<file path="config.mk">
export PLATFORM = sky130hd
export DESIGN_NAME = game_countdown_timer
export DESIGN_NICKNAME = d
export VERILOG_FILES = /design/src/rtl/game_countdown_timer.sv
export SDC_FILE = /design/constraint.sdc
export NUM_CORES = 1
export LEC_CHECK = 0
export CORE_MARGIN = 5
export CORE_UTILIZATION = 30
export DETAILED_ROUTE_END_ITERATION = 7
export SETUP_SLACK_MARGIN = 0.02
export SLEW_MARGIN = 20
export SYNTH_ARGS = -nofsm -noshare
export SYNTH_HDL_FRONTEND = slang
export SYNTH_SLANG_ARGS = --single-unit
</file>
<file path="constraint.sdc">
create_clock -name clock -period 1.9 [get_ports clock]
set_clock_uncertainty 0.2 [all_clocks]
set_input_delay 0.285 -clock clock [delete_from_list [all_inputs] [get_ports clock]]
set_output_delay 0.285 -clock clock [all_outputs]
set_load 0.01 [all_outputs]
</file>
<file path="src/rtl/game_countdown_timer.sv">
`default_nettype none
// ============================================================================
// Module      : game_countdown_timer
// Description : Round timer for the game. Derives a base tick from the
//               upstream free-running counter's wrap, prescales it to
//               one-second steps and counts a 2-digit BCD value down to 00.
// Revision    : 1.0 - initial release
// ============================================================================
module game_countdown_timer #(
  parameter int TICK_BIT      = 11,
  parameter int TICKS_PER_SEC = 12207,
  parameter int PRESC_W       = 14,
  parameter int START_TENS    = 6,
  parameter int START_ONES    = 0
) (
  input  logic        clock,
  input  logic        reset,
  input  logic [11:0] count_in,
  input  logic        start,
  input  logic        pause,
  output logic [3:0]  secs_tens,
  output logic [3:0]  secs_ones,
  output logic        tick_out,
  output logic        running,
  output logic        expired,
  output logic        expire_pulse
);

  typedef enum logic [1:0] {
    ST_IDLE  = 2'd0,
    ST_RUN   = 2'd1,
    ST_PAUSE = 2'd2,
    ST_DONE  = 2'd3
  } state_t;

  localparam logic [PRESC_W-1:0] c_presc_last = PRESC_W'(TICKS_PER_SEC - 1);
  localparam logic [PRESC_W-1:0] c_presc_one  = PRESC_W'(1);
  localparam logic [3:0]         c_start_tens = 4'(START_TENS);
  localparam logic [3:0]         c_start_ones = 4'(START_ONES);
  localparam logic               c_start_zero = (START_TENS == 0) && (START_ONES == 0);

  state_t               state_q, state_d;
  logic                 prev_bit_q, prev_bit_d;
  logic [PRESC_W-1:0]   presc_q, presc_d;
  logic [3:0]           tens_q, tens_d;
  logic [3:0]           ones_q, ones_d;
  logic                 tick_q, tick_d;
  logic                 running_q, running_d;
  logic                 expired_q, expired_d;
  logic                 expire_pulse_q, expire_pulse_d;

  logic                 w_wrap;
  logic [3:0]           w_dec_tens;
  logic [3:0]           w_dec_ones;
  logic                 w_dec_zero;
  logic                 w_at_zero;
  logic                 w_unused_count;

  // Only the tick bit matters; the rest of the upstream count is folded away.
  assign w_unused_count = ^count_in;

  // A base tick is the 1->0 transition of the selected count bit.
  assign w_wrap = prev_bit_q & ~count_in[TICK_BIT];

  // Edge-detect history and registered base-tick pulse.
  always_comb begin
    prev_bit_d = count_in[TICK_BIT];
    tick_d     = w_wrap;
  end

  // One-second BCD decrement: borrow from tens when ones is 0.
  always_comb begin
    w_dec_tens = tens_q;
    w_dec_ones = ones_q - 4'd1;
    if (ones_q == 4'd0) begin
      w_dec_ones = 4'd9;
      w_dec_tens = tens_q - 4'd1;
    end
  end

  assign w_dec_zero = (w_dec_tens == 4'd0) && (w_dec_ones == 4'd0);
  assign w_at_zero  = (tens_q == 4'd0) && (ones_q == 4'd0);

  // Next-state and datapath: start beats pause, pause beats the second tick.
  always_comb begin
    state_d        = state_q;
    presc_d        = presc_q;
    tens_d         = tens_q;
    ones_d         = ones_q;
    expire_pulse_d = 1'b0;

    if (start) begin
      tens_d  = c_start_tens;
      ones_d  = c_start_ones;
      presc_d = '0;
      if (c_start_zero) begin
        state_d        = ST_DONE;
        expire_pulse_d = 1'b1;
      end else begin
        state_d = ST_RUN;
      end
    end else begin
      case (state_q)
        ST_RUN: begin
          if (pause) begin
            state_d = ST_PAUSE;
          end else if (w_wrap) begin
            if (presc_q == c_presc_last) begin
              presc_d = '0;
              if (w_at_zero) begin
                // Cannot normally occur; never let the digits wrap to 99.
                state_d        = ST_DONE;
                expire_pulse_d = 1'b1;
              end else begin
                tens_d = w_dec_tens;
                ones_d = w_dec_ones;
                if (w_dec_zero) begin
                  state_d        = ST_DONE;
                  expire_pulse_d = 1'b1;
                end
              end
            end else begin
              presc_d = presc_q + c_presc_one;
            end
          end
        end
        ST_PAUSE: begin
          if (pause) begin
            state_d = ST_RUN;
          end
        end
        default: begin
          // IDLE and DONE only leave on start.
        end
      endcase
    end

    running_d = (state_d == ST_RUN);
    expired_d = (state_d == ST_DONE);
  end

  // State, datapath and registered outputs.
  always_ff @(posedge clock or negedge reset) begin
    if (!reset) begin
      state_q        <= ST_IDLE;
      prev_bit_q     <= 1'b0;
      presc_q        <= '0;
      tens_q         <= c_start_tens;
      ones_q         <= c_start_ones;
      tick_q         <= 1'b0;
      running_q      <= 1'b0;
      expired_q      <= 1'b0;
      expire_pulse_q <= 1'b0;
    end else begin
      state_q        <= state_d;
      prev_bit_q     <= prev_bit_d;
      presc_q        <= presc_d;
      tens_q         <= tens_d;
      ones_q         <= ones_d;
      tick_q         <= tick_d;
      running_q      <= running_d;
      expired_q      <= expired_d;
      expire_pulse_q <= expire_pulse_d;
    end
  end

  assign secs_tens    = tens_q;
  assign secs_ones    = ones_q;
  assign tick_out     = tick_q;
  assign running      = running_q;
  assign expired      = expired_q;
  assign expire_pulse = expire_pulse_q;

endmodule
`default_nettype wire

</file>
==> metrics.txt, run 1 <==
status complete, but fails checks; violated checks negative setup slack; worst slew pin tran between 400 and 500 ps; CP Data Required Time approximately 1900 ps; Mean Syn Cell Area just under 10 um^2; R2R depth 6; Routed Antenna Nets 0; grt total ovfl 0; Final Hold Fails 0; htree depth 2; CP Capture Type flop; hold slack around 190 ps; area delta synth->final 50.4%; distinct cell type count after synthesis 56; CTS Root Cell clkbuf_8; DR pass1 iterations 4; CP max FO 5; total number of vias about 1,800; setup slack, reg-to-reg -130 ps; RSZ-0062 raised after global routing yes; GRT Util Overall 0.141; Final HPWL DP approximately 3600 um; chip width approximately 88 um; Netlist Area Pre-Place 1810 um^2; Total Routed Length ~5100 um; Synth area leaders dfrtp_1 37%, ha_1 4.1%, a21oi_1 3.3%; FF+latch count, synth 29; Via-to-Cell Ratio roughly 5.2; power per cell area roughly 730 nW/um^2; Max VDD drop slightly below 500 uV; Die Y ~88 um; TritonCTS Buffers 5; Final GP Congestion 0.814; CTS Hold Buffers Added 0; final worst slack -132 ps; Final Slew Violations 0; Initial Utilization 0.308; reg2reg end secs_ones[3]$_DFFE_PN0P_; largest net degree at the start of global routing 30; Die ar. roughly 7700 um^2; layout cell share with drive strength beyond 1 0.437; most frequent cell after synthesis dfrtp_1; Fill cells 568; CTS max path bufs 2; most instantiated cells after synthesis 27 x dfrtp_1, 15 x nor2_1, 14 x nand2_1, 12 x a21oi_1; end of the critical path secs_ones[3]$_DFFE_PN0P_; dpl cell area about 2500 um^2; asr flop ratio synth 1.00; Max Clock Freq around 490 MHz; ys flop type dfrtp_1; site row count 28; minimum clock period between 2000 and 2500 ps; Worst Path Arrival 2060 ps; area of the core 5890 um^2; Slew Limit Headroom 0.706; final routed DRC violation total 0; Hold Path Class in -> async; initial antenna violation count 0; Lkg Pwr between 1 and 1.5 nW; Final setup violation count 9; first-pass GRT wire length between 8000 and 9000 um; later-pin clock latency in the skew report 290 ps; warnings from Yosys 0; WS Path Type reg -> reg; area share of the largest cell type after synthesis 0.373; crit start category flop; Seq/Total Area, Yosys 0.402; # nets final between 200 and 300; synthesized instance count about 190; Ant. Diodes 0; design area about 2700 um^2; I/O pin count 28; clock sinks 29; worst reg2reg startpoint secs_tens[1]$_DFFE_PN1P_; CTS tree built; Port-buffer cells 16; routed wire length per instance approximately 15 um; crit path launch secs_tens[1]$_DFFE_PN1P_; initial drt markers 94; dominant cell type by area after synthesis dfrtp_1; vias in the first global route 1,803; CTS clk-pin slew, worst paths roughly 70 ps; EDFF count, synth 0; fin crit share 1.07; Mapped Nets between 200 and 250; max_cap viols 0
[layout make-up]
| type | count | area [um^2] | share of cell area |
|---|---|---|---|
| clock buffer | 6 | 72.6 | 0.0266 |
| clock inverter | 2 | 10.0 | 0.00367 |
| inverter | 9 | 33.8 | 0.0124 |
| multi-input combinational | 142 | 1180 | 0.435 |
| sequential | 29 | 729 | 0.268 |
| tap | 75 | 93.8 | 0.0344 |
| timing repair buffer | 73 | 602 | 0.221 |
[cell families after synthesis]
family,count (synthesis),share of synthesized area
xor gates and xnor gates,4,0.0193
AOI/OAI and AO/OA,50,0.190
buffers and inverters,16,0.0462
adders and majority gates,6,0.0414
muxes,2,0.0124
DFF,29,0.402
and+or+nand+nor,79,0.289
[critical path: stages, from the launching register on]
cell and delay (ps):
dfstp_2 530, inv_2 50, ha_4 140, and2b_2 210
a31o_4 240, or4b_4 480, a21oi_2 120
[where the power goes]
group	switching, W	internal [W]
combinational	0.000359	0.000437
clock	0.000247	0.000253
sequential	0.0000291	0.000668
total	0.000635	0.00136
[sequential cells by signal (all words and copies together), names as in the netlist]
signal / count
expire_pulse: 1
tick_out: 1
secs_ones: 4
presc_q: 14
expired: 1
running: 1
state_q: 2
secs_tens: 4
prev_bit_q: 1
[worst min-delay path by stage]
stage	end	slack, ps	depth (start not counted)
6_report	presc_q[4]$_DFFE_PN0P_	190	2
5_1_grt	presc_q[0]$_DFFE_PN0P_	250	2
2_1_floorplan	expire_pulse$_DFF_PN0_	-210	0
3_5_place_dp	presc_q[10]$_DFFE_PN0P_	340	2
3_3_place_gp	presc_q[10]$_DFFE_PN0P_	340	2
4_1_cts	presc_q[4]$_DFFE_PN0P_	200	2
[what timing repair did]
item / 4_1_cts / 5_1_grt
setup buffers: 2 / 2
gates cloned: 1 / 0
pin swaps: 10 / 10
gates resized for setup: 15 / 26
setup endpoints to repair: 20 / 29
endpoints found under the hold margin: 0 / 0
[per-stage QoR]
| stage | util | instances | power [W] | setup slack (ps) | setup TNS [ps] |
|---|---|---|---|---|---|
| floorplan | - | 186 | 0.00103 | -127 | -246 |
| CTS | 0.445 | 334 | 0.00191 | -121 | -353 |
| detailed placement | 0.418 | 323 | 0.00135 | -374 | -4550 |
| finish | 0.463 | 336 | 0.00199 | -132 | -386 |
| global placement | 0.418 | 323 | 0.00134 | -307 | -3380 |
| global route | 0.463 | 336 | 0.00210 | -198 | -1630 |
[layer usage]
layer | routed length (um) | up-vias | GRT usage | share of wire
met3 | 210 | 7 | 0.0310 | 0.041
met1 | 2280 | 870 | 0.175 | 0.44
li1 | - | 849 | - | -
met5 | 0 | - | 0 | 0
met2 | 2580 | 31 | 0.237 | 0.50
met4 | 68 | 0 | 0.0530 | 0.013
[placed cells by master, fill, tap and decap left out, drive strengths merged, types with 9 or more instances in the layout]
| cell | synthesis | final |
|---|---|---|
| o21ai | 9 | 9 |
| dfrtp | 27 | 27 |
| nand2 | 14 | 14 |
| buf | 3 | 57 |
| nor2 | 15 | 15 |
| clkdlybuf4s50 | 0 | 12 |
| inv | 9 | 9 |
| a21oi | 12 | 12 |
(Power assumes the default switching activity.)
==> inputs of run 2 (changes only) <==
ABC_CLOCK_PERIOD_IN_PS = 1900   (was not set)
CAP_MARGIN = 20   (was not set)
==> results of run 2 <==
Final layout, timing and power as in run 1 (identical DEF).
==> inputs of run 3 (changes only) <==
--- a/config.mk
+++ b/config.mk
@@ -7,2 +7,3 @@
 export LEC_CHECK = 0
+export ABC_AREA = 1
 export ABC_CLOCK_PERIOD_IN_PS = 1900
==> constraint.sdc (replaced) <==
create_clock -name clock -period 1.9 [get_ports clock]
set_clock_uncertainty 0.2 [all_clocks]
set_input_delay 0.38 -clock clock [delete_from_list [all_inputs] [get_ports clock]]
set_output_delay 0.38 -clock clock [all_outputs]
set_load 0.005 [all_outputs]
==> run 3 against run 2 <==
The flow still finishes with violations (negative setup slack). Final cell count is 4.2% lower. First-iteration DRC count down 55%. Wire length shrank 27%. Area after synthesis shrank 9.9%. Core utilization decreased by 1.1 points. Largest cell class unchanged. Largest power group unchanged.
==> metrics.txt, run 3 <==
ys flop type dfrtp_1; CTS tree built; minimum clock period slightly below 2000 ps; FF+latch count, synth 29; Hold Path Class in -> async; internal power approximately 0.0017 W; GRT Util Overall 0.109; distinct cell type count after synthesis 31; TritonCTS Buffers 5; Slew Limit Headroom 0.803; Final Util 0.453; Via-to-Cell Ratio roughly 4.6; R2R depth 12; grt total ovfl 0; most instantiated cells after synthesis 37 x nand2_1, 27 x dfrtp_1, 24 x nor2_1, 23 x inv_1, 16 x a21oi_1; WS Path Type reg -> reg; initial drt markers 42; I/O pin count 28; most frequent cells in the layout 33 x nand2_1, 25 x buf_4, 24 x dfrtp_1, 22 x nor2_1, 19 x inv_1; Lkg Pwr roughly 1.0 nW; Die Y 83.8 um; clock sinks 29; worst slew pin tran slightly below 300 ps; chip width 83.8 um; CTS Root Cell clkbuf_8; net switching power roughly 0.00097 W; reg2reg end running$_DFF_PN0_; later-pin clock latency in the skew report slightly below 300 ps; Final Hold Fails 0; Mapped Nets 223; Synth area leaders dfrtp_1 41%, nand2_1 8.5%, nor2_1 5.5%; CP Data Required Time 1870 ps; Fill cells between 500 and 600; CP Capture Type flop; Comb power frac 0.439; RSZ-0062 raised after global routing yes; crit-path cells inv_2 -> ha_4 -> nand3b_1 -> nand3_1 -> nor2_1 -> nand2_1 -> nand2_1 -> nand2_2 -> nand2_2 -> nand2_2 -> a21oi_2 -> a21oi_1; fin crit share 1.04; Die ar. around 7000 um^2; Port-buffer cells 16; DR pass1 iterations 4; crit-path max cell delay 540 ps; Final setup violation count 3; Final HPWL DP about 2600 um; Reg power frac 0.312; largest net degree at the start of global routing 30; met3 wire len between 100 and 150 um; setup slack, reg-to-reg -70 ps; site row count 26; final routed DRC violation total 0; Worst Path Arrival 1940 ps; flip-flop and latch area roughly 730 um^2; synthesized instance count 201; Routed Antenna Nets 0; asr flop ratio synth 1.00; Worst path most repeated cell nand2_2; vias in the first global route ~1,400; Largest register FFs 14; Largest Register presc_q; CP delay by family, top simple AND/OR/NAND/NOR gates; violated checks negative setup slack; power per cell area roughly 1200 nW/um^2; Seq/Total Area, Yosys 0.446; post-place setup slack -219 ps; mux cell area share after synthesis 0; final worst slack -71.1 ps; area of the core 5200 um^2; area share of the largest cell type after synthesis 0.413; non-filler cells, final roughly 320; CTS max path bufs 2; dominant cell type by area after synthesis dfrtp_1; Initial Utilization 0.314; first-pass GRT wire length between 6000 and 7000 um; CP max FO 3; crit start category flop; CTS clk-pin slew, worst paths about 70 ps; Post-Synth Simple-Gate Area 0.302; Ant. Diodes 0; Max VDD drop roughly 810 uV; Pwr Total around 0.0027 W; routed wire length per instance ~12 um; CP bufs+invs 1; area of the multi-input gates a little over 900 um^2; max_cap viols 0; Post-Synth XOR/XNOR Area 0.0214; post-synthesis adder-cell area fraction 0.0459; Max Clock Freq around 500 MHz; area delta synth->final 44.2%; # nets final about 270; warnings from Yosys 0; post-synthesis compound-gate area fraction 0.110; commonest non-fill, non-tap cell in the layout nand2_1; main combinational cell family by area after synthesis simple AND/OR/NAND/NOR gates; Mean Syn Cell Area roughly 8 um^2; status complete, but fails checks; Total Routed Length 3770 um; clock power share 0.249; worst reg2reg startpoint secs_tens[1]$_DFFE_PN1P_; total number of vias between 1,000 and 1,500; switching portion of total power 0.357; slowest stage cell, crit path dfstp_2; highest metal used met4; Netlist Area Pre-Place between 1500 and 2000 um^2; most frequent cell after synthesis nand2_1; hold slack ~260 ps; htree depth 2; CTS Hold Buffers Added 0; Final Slew Violations 0; met2 wire length approximately 1800 um; initial antenna violation count 0; layout cell share with drive strength beyond 1 0.349; Final GP Congestion just over 0.8; EDFF count, synth 0; DP Cell Count between 300 and 400; Met1 Wirelength between 1500 and 2000 um
-- run 3: per-stage QoR --
step / TNS [ps] / area, um^2
floorplan: 0 / 1640
CTS: -334 / 2230
finish: -193 / 2360
global placement: -2100 / 2070
detailed placement: -2190 / 2070
global route: -1350 / 2360
-- run 3: worst max path at each step --
stage	startpoint	endpoint	depth (start not counted)
final	secs_tens[1]$_DFFE_PN1P_	running$_DFF_PN0_	12
after global routing	secs_tens[1]$_DFFE_PN1P_	running$_DFF_PN0_	12
after CTS	secs_tens[1]$_DFFE_PN1P_	running$_DFF_PN0_	12
after detailed placement	count_in[11]	presc_q[9]$_DFFE_PN0P_	9
after global placement	pause	presc_q[13]$_DFFE_PN0P_	9
after floorplan	secs_tens[1]$_DFFE_PN1P_	running$_DFF_PN0_	12
-- run 3: logic make-up (layout without fill, tap and decap cells) --
| logic type | after synthesis | count (layout) |
|---|---|---|
| xor+xnor | 4 | 4 |
| fa+ha+maj | 6 | 6 |
| buf+inv | 32 | 83 |
| compound gates | 32 | 32 |
| simple gates | 98 | 98 |
| flops | 29 | 29 |
-- run 3: cell type report --
cell class              instances  share of cell area
flip-flops and latches         29               0.311
clock inverters                 2              0.0159
inverters                      32              0.0552
repair buffers                 43               0.159
well taps                      70              0.0372
clock buffers                   6              0.0351
multi-input cells             140               0.387
-- run 3: power by group through the flow --
stage / combinational (W) / sequential, W / clock, W
2_1_floorplan: 0.000560 / 0.000863 / 0
3_3_place_gp: 0.00104 / 0.000847 / 0
3_5_place_dp: 0.00105 / 0.000844 / 0
4_1_cts: 0.00109 / 0.000838 / 0.000704
5_1_grt: 0.00133 / 0.000870 / 0.000729
6_report: 0.00119 / 0.000850 / 0.000677
-- run 3: repair_timing --
item,in CTS,in global routing
pin swaps,6,8
buffers inserted,2,2
gates resized for setup,8,30
endpoints found under the setup margin,10,26
-- run 3: metal layers --
layer,vias up,global-route usage
met1,689,0.143
met4,0,0.0424
li1,752,-
met5,-,0
met3,5,0.0346
met2,22,0.167
